### src/rtl/nabp_image_ram_arbiter.sv
// nabp_image_ram_arbiter: round-robin image RAM arbiter, PE writes vs host reads.
// Optional per-burst beat limit: define NABP_ARB_BURST_LIMIT_EN.
module nabp_image_ram_arbiter #(
   parameter int ADDR_W = 16,
   parameter int DATA_W = 16
`ifdef NABP_ARB_BURST_LIMIT_EN
   ,
   parameter int BURST_MAX = 16
`endif
) (
   input  logic              clk,
   input  logic              reset,
   input  logic              pe_req,
   input  logic              pe_last,
   input  logic [ADDR_W-1:0] pe_addr,
   input  logic [DATA_W-1:0] pe_wdata,
   output logic              pe_gnt,
   input  logic              hs_req,
   input  logic [ADDR_W-1:0] hs_addr,
   output logic              hs_gnt,
   output logic              hs_rd_valid,
   output logic [DATA_W-1:0] hs_rd_data,
   output logic              ir_we,
   output logic              ir_re,
   output logic [ADDR_W-1:0] ir_addr,
   output logic [DATA_W-1:0] ir_wdata,
   input  logic [DATA_W-1:0] ir_rdata,
   output logic [1:0]        owner
);

   typedef enum logic [1:0] {
      IDLE,
      PE_BURST,
      HS_BURST,
      TURN
   } state_t;

   state_t            r_state;
   state_t            w_next;
   logic              r_last_hs;
   logic              w_pe_gnt;
   logic              w_hs_gnt;
   logic              w_pe_end;
   logic              w_hs_end;
   logic              w_at_lim;
   logic              r_we;
   logic              r_re;
   logic              r_re_d;
   logic              r_rd_valid;
   logic [ADDR_W-1:0] r_addr;
   logic [DATA_W-1:0] r_wdata;
   logic [DATA_W-1:0] r_rd_data;

   assign w_pe_gnt = !reset && (r_state == PE_BURST) && pe_req;
   assign w_hs_gnt = !reset && (r_state == HS_BURST) && hs_req;

`ifdef NABP_ARB_BURST_LIMIT_EN
   localparam int CNT_W = $clog2(BURST_MAX + 1);
   logic [CNT_W-1:0] r_cnt;

   assign w_at_lim = (r_cnt == CNT_W'(BURST_MAX - 1));

   // Beat counter: cleared while idle, saturates at BURST_MAX
   always_ff @(posedge clk) begin
      if (reset) begin
         r_cnt <= '0;
      end else if (r_state == IDLE) begin
         r_cnt <= '0;
      end else if ((w_pe_gnt || w_hs_gnt) &&
                   (r_cnt != CNT_W'(BURST_MAX))) begin
         r_cnt <= r_cnt + 1'b1;
      end
   end
`else
   assign w_at_lim = 1'b0;
`endif

   assign w_pe_end = (r_state == PE_BURST) &&
                     (!pe_req || pe_last || w_at_lim);
   assign w_hs_end = (r_state == HS_BURST) &&
                     (!hs_req || w_at_lim);

   // Next-state: round-robin pick in IDLE, one TURN cycle after every burst
   always_comb begin
      w_next = r_state;
      case (r_state)
         IDLE: begin
            if (pe_req && (!hs_req || r_last_hs)) begin
               w_next = PE_BURST;
            end else if (hs_req) begin
               w_next = HS_BURST;
            end
         end
         PE_BURST: if (w_pe_end) w_next = TURN;
         HS_BURST: if (w_hs_end) w_next = TURN;
         TURN:     w_next = IDLE;
         default:  w_next = IDLE;
      endcase
   end

   // State register and last-served pointer (host after reset)
   always_ff @(posedge clk) begin
      if (reset) begin
         r_state   <= IDLE;
         r_last_hs <= 1'b1;
      end else begin
         r_state <= w_next;
         if (w_pe_end) begin
            r_last_hs <= 1'b0;
         end else if (w_hs_end) begin
            r_last_hs <= 1'b1;
         end
      end
   end

   // RAM command stage and two-stage read return; reset drops all in flight
   always_ff @(posedge clk) begin
      if (reset) begin
         r_we       <= 1'b0;
         r_re       <= 1'b0;
         r_re_d     <= 1'b0;
         r_rd_valid <= 1'b0;
         r_addr     <= '0;
         r_wdata    <= '0;
         r_rd_data  <= '0;
      end else begin
         r_we       <= w_pe_gnt;
         r_re       <= w_hs_gnt;
         r_re_d     <= r_re;
         r_rd_valid <= r_re_d;
         if (w_pe_gnt) begin
            r_addr  <= pe_addr;
            r_wdata <= pe_wdata;
         end else if (w_hs_gnt) begin
            r_addr <= hs_addr;
         end
         if (r_re_d) begin
            r_rd_data <= ir_rdata;
         end
      end
   end

   assign pe_gnt      = w_pe_gnt;
   assign hs_gnt      = w_hs_gnt;
   assign ir_we       = r_we;
   assign ir_re       = r_re;
   assign ir_addr     = r_addr;
   assign ir_wdata    = r_wdata;
   assign hs_rd_valid = r_rd_valid;
   assign hs_rd_data  = r_rd_data;
   assign owner       = reset                  ? 2'b00 :
                        (r_state == PE_BURST) ? 2'b01 :
                        (r_state == HS_BURST) ? 2'b10 : 2'b00;

endmodule

### config.mk
export PLATFORM = sky130hd
export DESIGN_NAME = nabp_image_ram_arbiter
export DESIGN_NICKNAME = d
export VERILOG_FILES = /design/src/rtl/nabp_image_ram_arbiter.sv
export SDC_FILE = /design/constraint.sdc
export NUM_CORES = 1
export LEC_CHECK = 0
export ABC_AREA = 1
export CAP_MARGIN = 20
export CORE_MARGIN = 3
export CORE_UTILIZATION = 42
export CTS_CLUSTER_SIZE = 30
export DETAILED_ROUTE_END_ITERATION = 12
export PLACE_DENSITY = 0.85
export SETUP_SLACK_MARGIN = 0.15
export SYNTH_ARGS = -nofsm -noshare
export SYNTH_HDL_FRONTEND = slang
export SYNTH_SLANG_ARGS = --single-unit
export TNS_END_PERCENT = 10
### constraint.sdc
create_clock -name clk -period 3.82 [get_ports clk]
set_input_delay 0.955 -clock clk [delete_from_list [all_inputs] [get_ports clk]]
set_output_delay 0.955 -clock clk [all_outputs]
set_load 0.03 [all_outputs]
==> results.yml <==
clock_network:
  cts-buffers-inserted: 5
  holdBufCountCts: 0
  clock_sinks: 55
  clk_latency_ps: 310
  cts_tree: "yes"
  cts_max_level: 2
  post-cts-setup-buffers: 0
  clock_path_buffers: 2
  cts_resized: 0
  root_buffer: "clkbuf_8"
  path_clk_slew_ps: 110
synthesis:
  synth_compound_area_frac: 0.0701
  synth_top_family_by_area: "simple AND/OR/NAND/NOR gates"
  syn_area_um2: 2360
  seq_area_frac_synth: 0.467
  muxShareOfSynthArea: 0
  synth_area_leaders: "dfxtp_1 (47%), nand2_1 (15%), nand3_1 (7.6%)"
  yosysUniqueCellTypes: 20
  yosys.area.top_type: "dfxtp_1"
  synth_cells: 320
  ys_seq_elements: 55
  synth_nets: 394
  synth_xor_area_frac: 0
  avgSynthCellArea_um2: 7.36
  synth_adder_area_share: 0.0266
  yosys_warnings: 0
  yosysTopAreaCellShare: 0.467
  synth-simple-area-share: 0.355
placement:
  dp_cells: 497
  place_congestion: 0.725
  io_buffers: 123
  dp_hpwl_um: 4610
timing:
  finalCriticalPeriod_ps: 3230
  setup_viol: 0
  hold_violations: 0
  max_freq_ghz: 0.310
  period_share: 0.845
  tightest_slew_ps: 541
  slew_viol_final: 0
  relSlewSlack: 0.639
  finClkSkew_ps: 12.0
  rsz0062_at_grt: "no"
  finalSetupTns_ps: 0
run:
  drv_cap: 0
drt:
  ant_nets: 0
  vias: 2436
  first_pass_iters: 4
  drc: 0
  routedWlPerCell_um: 12.6
  postRouteWirelength_um: 6340
  first_iter_violations: 123
  via_per_inst: 4.82
power:
  intPower_uw: 1050
  vdd_drop_max_uv: 291
  p_seq_frac: 0.410
  clkPwrFrac: 0.192
  p_leak_uw: 0.00160
  switching_share: 0.368
  power-per-cell-area_nw_per_um2: 452
  switching_power_uw: 612
  p_comb_frac: 0.398
worst_setup_path:
  worstPathMaxFanout: 30
  critPathKind: "in2out"
  cp.required_ps: 2860
  critPathArrivalTime_ps: 2270
  endpoint_kind: "output pin"
  r2r_setup_slack_ps: 1870
  crit_path_start_kind: "input port"
die:
  rows: 26
  core_area_um2: 5270
  start_util: 0.447
  top_level_ports: 124
  dieArea_um2: 6540
  die_w_um: 80.9
  fp.dieH_um: 80.9
grt:
  grt_pass1_vias: 2300
  grt_pass1_wl_um: 10200
  antenna_found_initial: 0
  grt_usage: 0.193
  grt-ovfl-total: 0
  grt_max_degree: 51
cells_and_area:
  final_nets: 508
  stdcell_count: 505
  drive_above_1_share: 0.0529
  n_antenna_cell: 0
  nFillCells: 462
  syn_to_final_growth_pct: 56.1
min_path:
  min_path_type: "reg2reg"
status:
  outcome: "completed"
[Yosys cell counts (all sizes together)]
| library cell | number |
|---|---|
| a21oi | 16 |
| buf | 18 |
| clkbuf | 3 |
| clkinv | 1 |
| dfxtp | 55 |
| ha | 5 |
| inv | 16 |
| nand2 | 95 |
| nand3 | 39 |
| nand4 | 16 |
| nor2 | 39 |
| o21ai | 17 |
[worst max-delay path, stage by stage]
cell and delay, ps:
clkdlybuf4s50_1 460, inv_4 280, nand3_4 280, inv_1 130, buf_4 170
[routing by layer]
layer  routed length [um]  track usage
met2                 3050        0.340
met5                    0            0
met4                   39       0.0338
met1                 2650        0.233
met3                  604       0.0610
[power by group through the flow]
stage          logic [uW]  clock network, uW  registers (uW)
6_report              661                319             682
5_1_grt               730                349             690
4_1_cts               667                327             683
3_5_place_dp          665                  0             696
3_3_place_gp          656                  0             692
2_1_floorplan         312                  0             800
[final timing paths]
kind                                              start                 endpoint  depth (start not counted)
worst max-delay path                              reset                   hs_gnt                          5
worst min-delay path                   ir_re$_SDFF_PP0_        r_re_d$_SDFF_PP0_                          2
worst max register to register  r_state[1]$_SDFFE_PP0P_  ir_addr[2]$_SDFFE_PP0P_                          8
worst min register to register         ir_re$_SDFF_PP0_        r_re_d$_SDFF_PP0_                          2
[through the flow]
step           utilization  hold WS (ps)  setup WS, ps  power (uW)  cell area [um2]
3_5_place_dp         0.681           422           578        1360             3590
4_1_cts              0.698           440           579        1680             3680
3_3_place_gp         0.681           410           610        1350             3590
6_report             0.698           438           592        1660             3680
5_1_grt              0.698           474           480        1770             3680
2_1_floorplan            -           496          1170        1110             2360
[flip-flops by register name (all words and copies together) (netlist names)]
register     cells
hs_rd_data      16
ir_we            1
ir_re            1
ir_wdata        16
hs_rd_valid      1
r_state          2
r_re_d           1
r_last_hs        1
ir_addr         16
[logic make-up (layout without fill, tap and decap cells)]
group,after synthesis,after routing
compound gates,33,33
fa+ha+maj,5,5
buf+inv,38,153
flops,55,55
simple gates,189,189
[area by class of cell]
cell class | instances | area, um2 | share of cell area
sequential | 55 | 1100 | 0.299
clock inverter | 3 | 18.8 | 0.00510
tap | 70 | 87.6 | 0.0238
multi-input combinational | 227 | 1060 | 0.289
inverter | 17 | 66.3 | 0.0180
clock buffer | 5 | 68.8 | 0.0187
timing repair buffer | 128 | 1270 | 0.346
[cell usage in the layout, fill, tap and decap left out]
cell,count
inv_1,14
nand3_4,2
clkbuf_8,5
inv_2,1
inv_6,1
nand3_1,36
o21ai_0,17
nand4_1,16
clkinv_2,2
inv_4,1
buf_4,8
nor2_1,39
dfxtp_1,55
nand2_4,1
a21oi_1,16
clkinv_1,1
clkdlybuf4s50_1,119
buf_12,1
nand2_1,94
nand3_2,1
ha_1,5
Note: power is estimated with default switching activity, not from simulation.
